==> config.mk <==
export PLATFORM = sky130hd
export DESIGN_NAME = serial_adder_ctrl_flat
export DESIGN_NICKNAME = d
export VERILOG_FILES = /design/src/rtl/serial_adder_ctrl_if.sv /design/src/rtl/serial_adder_ctrl.sv /design/src/flat_wrapper.sv
export SDC_FILE = /design/constraint.sdc
export NUM_CORES = 1
export LEC_CHECK = 0
export CAP_MARGIN = 30
export CORE_AREA = 2 2 66 68
export CTS_BUF_LIST = sky130_fd_sc_hd__clkbuf_16
export DETAILED_ROUTE_END_ITERATION = 7
export DIE_AREA = 0 0 68 70
export GPL_ROUTABILITY_DRIVEN = 0
export PLACE_DENSITY = 0.81
export SLEW_MARGIN = 20
export SYNTH_ARGS = -nofsm -noshare
export SYNTH_HDL_FRONTEND = slang
export SYNTH_SLANG_ARGS = --single-unit
==> constraint.sdc <==
create_clock -name clk -period 1.6 [get_ports clk]
set_input_delay 0.32 -clock clk [delete_from_list [all_inputs] [get_ports clk]]
set_output_delay 0.32 -clock clk [all_outputs]
set_load 0.02 [all_outputs]
==> src/rtl/serial_adder_ctrl_if.sv <==
// Handshake bundle for serial_adder_ctrl: an operand request channel
// (in_valid/in_ready carrying A, B, cin) and a result channel
// (out_valid/out_ready carrying sum, carry, ovf), plus a busy status flag.
interface serial_adder_ctrl_if #(
    parameter int WIDTH = 8
);
    logic             in_valid;
    logic             in_ready;
    logic [WIDTH-1:0] A;
    logic [WIDTH-1:0] B;
    logic             cin;
    logic             out_valid;
    logic             out_ready;
    logic [WIDTH-1:0] sum;
    logic             carry;
    logic             ovf;
    logic             busy;

    // Requester / result consumer side
    modport master (
        output in_valid, A, B, cin, out_ready,
        input  in_ready, out_valid, sum, carry, ovf, busy
    );

    // Adder side
    modport slave (
        input  in_valid, A, B, cin, out_ready,
        output in_ready, out_valid, sum, carry, ovf, busy
    );
endinterface

==> src/rtl/serial_adder_ctrl.sv <==
// Bit-serial WIDTH-bit adder. Operands are captured in parallel on a
// valid/ready handshake, then one bit pair per clock (LSB first) is passed
// through a full adder built from two half adders. The parallel sum, the
// unsigned carry-out and the signed overflow are presented on a second
// valid/ready handshake. Every output is driven straight from a flop.
module serial_adder_ctrl #(
    parameter int WIDTH = 8
) (
    input  logic                clk,
    input  logic                rst_n,
    serial_adder_ctrl_if.slave  bus
);

    localparam int CW = (WIDTH > 2) ? $clog2(WIDTH) : 1;
    localparam logic [CW-1:0] CNT_LAST = CW'(WIDTH - 1);

    typedef enum logic [1:0] {
        ST_IDLE  = 2'd0,
        ST_SHIFT = 2'd1,
        ST_DONE  = 2'd2
    } state_t;

    // Half adder: returns {carry, sum}
    function automatic logic [1:0] half_add(input logic x, input logic y);
        return {x & y, x ^ y};
    endfunction

    state_t           state_q, state_d;
    logic [WIDTH-1:0] a_sr_q, a_sr_d;
    logic [WIDTH-1:0] b_sr_q, b_sr_d;
    // Holds the WIDTH-1 sum bits already produced; the final bit joins on the last edge
    logic [WIDTH-2:0] s_sr_q, s_sr_d;
    logic             c_q, c_d;
    logic [CW-1:0]    cnt_q, cnt_d;
    logic [WIDTH-1:0] sum_q, sum_d;
    logic             carry_q, carry_d;
    logic             ovf_q, ovf_d;
    logic             in_ready_q, in_ready_d;
    logic             out_valid_q, out_valid_d;
    logic             busy_q, busy_d;

    logic [1:0]       ha1_s;
    logic [1:0]       ha2_s;
    logic             cout_s;
    logic [WIDTH-1:0] s_cat_s;

    // State, datapath and output registers; async reset clears everything
    always_ff @(posedge clk or negedge rst_n) begin
        if (!rst_n) begin
            state_q     <= ST_IDLE;
            a_sr_q      <= {WIDTH{1'b0}};
            b_sr_q      <= {WIDTH{1'b0}};
            s_sr_q      <= {(WIDTH-1){1'b0}};
            c_q         <= 1'b0;
            cnt_q       <= {CW{1'b0}};
            sum_q       <= {WIDTH{1'b0}};
            carry_q     <= 1'b0;
            ovf_q       <= 1'b0;
            in_ready_q  <= 1'b1;
            out_valid_q <= 1'b0;
            busy_q      <= 1'b0;
        end else begin
            state_q     <= state_d;
            a_sr_q      <= a_sr_d;
            b_sr_q      <= b_sr_d;
            s_sr_q      <= s_sr_d;
            c_q         <= c_d;
            cnt_q       <= cnt_d;
            sum_q       <= sum_d;
            carry_q     <= carry_d;
            ovf_q       <= ovf_d;
            in_ready_q  <= in_ready_d;
            out_valid_q <= out_valid_d;
            busy_q      <= busy_d;
        end
    end

    // Next-state, serial full-adder step and next output values
    always_comb begin
        state_d = state_q;
        a_sr_d  = a_sr_q;
        b_sr_d  = b_sr_q;
        s_sr_d  = s_sr_q;
        c_d     = c_q;
        cnt_d   = cnt_q;
        sum_d   = sum_q;
        carry_d = carry_q;
        ovf_d   = ovf_q;

        // Full adder from two half adders on the current LSBs and carry
        ha1_s   = half_add(a_sr_q[0], b_sr_q[0]);
        ha2_s   = half_add(ha1_s[0], c_q);
        cout_s  = ha1_s[1] | ha2_s[1];
        s_cat_s = {ha2_s[0], s_sr_q};

        case (state_q)
            ST_IDLE: begin
                if (bus.in_valid) begin
                    a_sr_d  = bus.A;
                    b_sr_d  = bus.B;
                    s_sr_d  = {(WIDTH-1){1'b0}};
                    c_d     = bus.cin;
                    cnt_d   = {CW{1'b0}};
                    state_d = ST_SHIFT;
                end else begin
                    state_d = ST_IDLE;
                end
            end
            ST_SHIFT: begin
                c_d    = cout_s;
                a_sr_d = a_sr_q >> 1'b1;
                b_sr_d = b_sr_q >> 1'b1;
                s_sr_d = s_cat_s[WIDTH-1:1];
                cnt_d  = cnt_q + CW'(1);
                if (cnt_q == CNT_LAST) begin
                    // c_q is the carry into the MSB, cout_s the carry out of it
                    sum_d   = s_cat_s;
                    carry_d = cout_s;
                    ovf_d   = c_q ^ cout_s;
                    state_d = ST_DONE;
                end else begin
                    state_d = ST_SHIFT;
                end
            end
            ST_DONE: begin
                if (bus.out_ready) begin
                    state_d = ST_IDLE;
                end else begin
                    state_d = ST_DONE;
                end
            end
            default: begin
                state_d = ST_IDLE;
            end
        endcase

        in_ready_d  = (state_d == ST_IDLE);
        out_valid_d = (state_d == ST_DONE);
        busy_d      = (state_d == ST_SHIFT) || (state_d == ST_DONE);
    end

    assign bus.in_ready  = in_ready_q;
    assign bus.out_valid = out_valid_q;
    assign bus.busy      = busy_q;
    assign bus.sum       = sum_q;
    assign bus.carry     = carry_q;
    assign bus.ovf       = ovf_q;

endmodule

==> src/flat_wrapper.sv <==
// flat-port wrapper written by rule: the top's interface ports become plain ports
module serial_adder_ctrl_flat 
#(
    parameter int WIDTH = 8
)
  (clk, rst_n, bus_in_valid, bus_A, bus_B, bus_cin, bus_out_ready, bus_in_ready, bus_out_valid, bus_sum, bus_carry, bus_ovf, bus_busy);
  serial_adder_ctrl_if #(.WIDTH(WIDTH)) bus_i ();
  input  logic clk;
  input  logic rst_n;
  input wire logic [$bits(bus_i.in_valid)-1:0] bus_in_valid;
  input wire logic [$bits(bus_i.A)-1:0] bus_A;
  input wire logic [$bits(bus_i.B)-1:0] bus_B;
  input wire logic [$bits(bus_i.cin)-1:0] bus_cin;
  input wire logic [$bits(bus_i.out_ready)-1:0] bus_out_ready;
  output wire logic [$bits(bus_i.in_ready)-1:0] bus_in_ready;
  output wire logic [$bits(bus_i.out_valid)-1:0] bus_out_valid;
  output wire logic [$bits(bus_i.sum)-1:0] bus_sum;
  output wire logic [$bits(bus_i.carry)-1:0] bus_carry;
  output wire logic [$bits(bus_i.ovf)-1:0] bus_ovf;
  output wire logic [$bits(bus_i.busy)-1:0] bus_busy;
  assign bus_i.in_valid = bus_in_valid;
  assign bus_i.A = bus_A;
  assign bus_i.B = bus_B;
  assign bus_i.cin = bus_cin;
  assign bus_i.out_ready = bus_out_ready;
  assign bus_in_ready = bus_i.in_ready;
  assign bus_out_valid = bus_i.out_valid;
  assign bus_sum = bus_i.sum;
  assign bus_carry = bus_i.carry;
  assign bus_ovf = bus_i.ovf;
  assign bus_busy = bus_i.busy;
  serial_adder_ctrl #(.WIDTH(WIDTH)) u_core (.clk(clk), .rst_n(rst_n), .bus(bus_i));
endmodule
==> flow_summary.json <==
{
  "status": "completed",
  "ys_seq_area_frac": 0.580,
  "fp.dieW_um": 68,
  "rows": 24,
  "die_area_um2": 4760,
  "required_ns": 1.76,
  "hold_viol": 0,
  "cts_root_buffer": "clkbuf_16",
  "cellLeakagePower_nw": 1.18,
  "core_area_um2": 4140,
  "clkSinkCount": 42,
  "grt_max_degree": 27,
  "antenna_found_initial": 0,
  "setup_violations": 0,
  "cp_num_cells": 6,
  "post-place-ws_ns": -0.0599,
  "grt_usage": 0.160,
  "syn-num-nets": 169,
  "postRouteAntennaNets": 0,
  "io_pins": 34,
  "cts_max_level": 2,
  "drv_cap": 0,
  "netlist_area_um2": 1810,
  "endpoint": "u_core.bus.busy",
  "final_nets": 212,
  "cp_slowest_cell": "dfrtp_1",
  "antenna_cells": 0,
  "power_w": 0.00477,
  "synth_seq_cells": 42,
  "gr-max-usage-layer": "met2",
  "drv_slew": 0,
  "dr.first_iter.drc_count": 87,
  "vias": 1258,
  "peakVddDrop_v": 0.00108,
  "avgSynthCellArea_um2": 12.7,
  "synth_cell_types": 24,
  "r2r_end": "u_core.bus.busy",
  "grt_pass1_vias": 1241,
  "yosysWarnings": 0,
  "holdWs_ns": 0.493,
  "grt_pass1_wl_um": 5560,
  "pwr_density_cell_nw_per_um2": 1960,
  "startpoint_type": "flop",
  "wire_per_inst_um": 14.1,
  "r2r_cells": 6,
  "dp_hpwl_um": 2210,
  "path_delay_family": "adder cells",
  "via_per_inst": 5.26,
  "reg2reg_from": "u_core.cnt_q[0]",
  "synth_top_area_frac": 0.566,
  "crit_start": "u_core.cnt_q[0]",
  "rrSetupSlack_ns": 0.006,
  "use_met2": 0.246,
  "clk_latency_ns": 0.28,
  "gr-usage-met3": 0.0628,
  "cp_cell_sequence": "ha_2, ha_4, nand3b_1, buf_4, o21a_1, ha_1",
  "netlist.top_cell.by_area": "dfrtp_1",
  "placed_area_um2": 2220,
  "dr.pass1.iters": 5,
  "worstSetupPathType": "reg2reg",
  "period_minus_slack_ns": 1.59,
  "use_met1": 0.206,
  "hp-class": "in2async",
  "worst_slew_pin_slew_ns": 0.708,
  "start_util": 0.438,
  "clk_pin_slew_worst_paths_ns": 0.06,
  "port_buffers": 33,
  "numCtsBuffers": 5,
  "area_growth_pct": 34.5,
  "ctsLongestPathBuffers": 2,
  "max_freq_ghz": 0.627,
  "critical_path_buf_inv_count": 1,
  "cp_max_fo": 3,
  "cp.arrival_ns": 1.76,
  "period_share": 0.997,
  "skew_ns": 0.00546,
  "slew_headroom": 0.527,
  "cts_tree": "yes",
  "die_h_um": 70,
  "fin_ws_ns": 0.00551,
  "remaining_drc_errors": 0,
  "syn-instance-count": 143,
  "wirelength_um": 3380,
  "grt_overflow_total": 0,
  "design_area_um2": 2440,
  "cpPeakStageDelay_ns": 0.38,
  "ys_top_cells_by_area": "dfrtp_1 (57%), a222oi_1 (8.3%), mux2_2 (6.8%)",
  "num-fill-cells": 341,
  "cp-end-kind": "flop",
  "drive_gt1_frac": 0.193
}
-- layout by cell type (no fill, tap or decap), drive strengths merged, types with 2 or more instances in the layout --
cell | synthesis | routed
dfrtp | 41 | 41
clkdlybuf4s50 | 0 | 29
inv | 18 | 19
nor2 | 15 | 15
a222oi | 15 | 15
buf | 10 | 13
mux2 | 11 | 11
a22o | 9 | 9
clkbuf | 0 | 5
nand2 | 4 | 4
ha | 4 | 4
nor2b | 2 | 2
or2 | 2 | 2
o221ai | 2 | 2
dlymetal6s2s | 0 | 2
-- through the flow --
| step | utilization | cells | TNS (ns) |
|---|---|---|---|
| 6_report | 0.589 | 239 | 0 |
| 5_1_grt | 0.589 | 239 | -0.204 |
| 4_1_cts | 0.577 | 236 | 0 |
| 3_5_place_dp | 0.535 | 227 | -0.248 |
| 3_3_place_gp | 0.535 | 227 | 0 |
| 2_1_floorplan | - | 143 | 0 |
-- sequential cells by signal (all words and copies together) (netlist names) --
signal and cells:
u_core.bus.carry 1, u_core.bus.in_ready 1, u_core.state_q 2, u_core.s_sr_q 7, u_core.bus.busy 1, u_core.bus.out_valid 1
u_core.cnt_q 3, u_core.c_q 1, u_core.bus.sum 8, u_core.b_sr_q 8, u_core.bus.ovf 1, u_core.a_sr_q 8
-- cell type report --
cell class / instances / area (µm²) / share of cell area
inverters: 18 / 67.6 / 0.0277
flip-flops and latches: 42 / 1050 / 0.431
clock buffers: 5 / 125 / 0.0513
repair buffers: 46 / 474 / 0.194
clock inverters: 3 / 37.5 / 0.0154
well taps: 52 / 65.1 / 0.0267
multi-input cells: 73 / 618 / 0.253
-- routing by layer --
metal / up-vias / wire (µm)
met3: 4 / 192
met5: - / 0
met2: 41 / 1710
met1: 614 / 1420
li1: 599 / -
met4: 0 / 46
-- worst min-delay path by stage --
| stage | start | endpoint | slack, ns |
|---|---|---|---|
| 2_1_floorplan | rst_n | u_core.a_sr_q[0] | 0.02 |
| 3_3_place_gp | rst_n | u_core.bus.sum[1] | 0.26 |
| 3_5_place_dp | rst_n | u_core.bus.sum[0] | 0.27 |
| 4_1_cts | rst_n | u_core.bus.sum[4] | 0.50 |
| 5_1_grt | u_core.bus.sum[1] | u_core.bus.sum[1] | 0.53 |
| 6_report | rst_n | u_core.bus.sum[4] | 0.49 |
-- what timing repair did --
item | 4_1_cts | 5_1_grt
pin swaps | 0 | 1
hold buffers | 1 | 0
cloned | 0 | 1
endpoints found under the setup margin | 1 | 12
buffers inserted | 0 | 2
gates resized for setup | 1 | 9
endpoints found under the hold margin | 16 | 0
-- power by group --
part / leakage (nW) / internal [W] / switching, W
Sequential: 0.512 / 0.00154 / 0.000237
Clock: 0.0826 / 0.000724 / 0.000380
Combinational: 0.589 / 0.000988 / 0.000903
Total: 1.18 / 0.00325 / 0.00152
-- Yosys cell counts --
master,instances
inv_1,18
xor2_1,1
o21bai_4,1
nand3b_1,1
a222oi_1,15
nor2b_1,2
buf_6,5
mux2_2,11
dfstp_2,1
o21ai_0,1
fa_1,1
o21a_1,1
nand2b_1,1
ha_1,4
o221ai_1,2
nand2_1,4
a22o_1,9
buf_4,4
dfrtp_1,41
a21oi_1,1
nor2_1,15
buf_2,1
or2_2,2
a21o_1,1
-- logic make-up after synthesis --
group / synth area share
AOI/OAI and AO/OA: 0.160
xor gates and xnor gates: 0.00483
adders and majority gates: 0.0386
buffers and inverters: 0.0876
DFF: 0.580
muxes: 0.0683
and+or+nand+nor: 0.0607
Power figures use the tool's default switching activity.
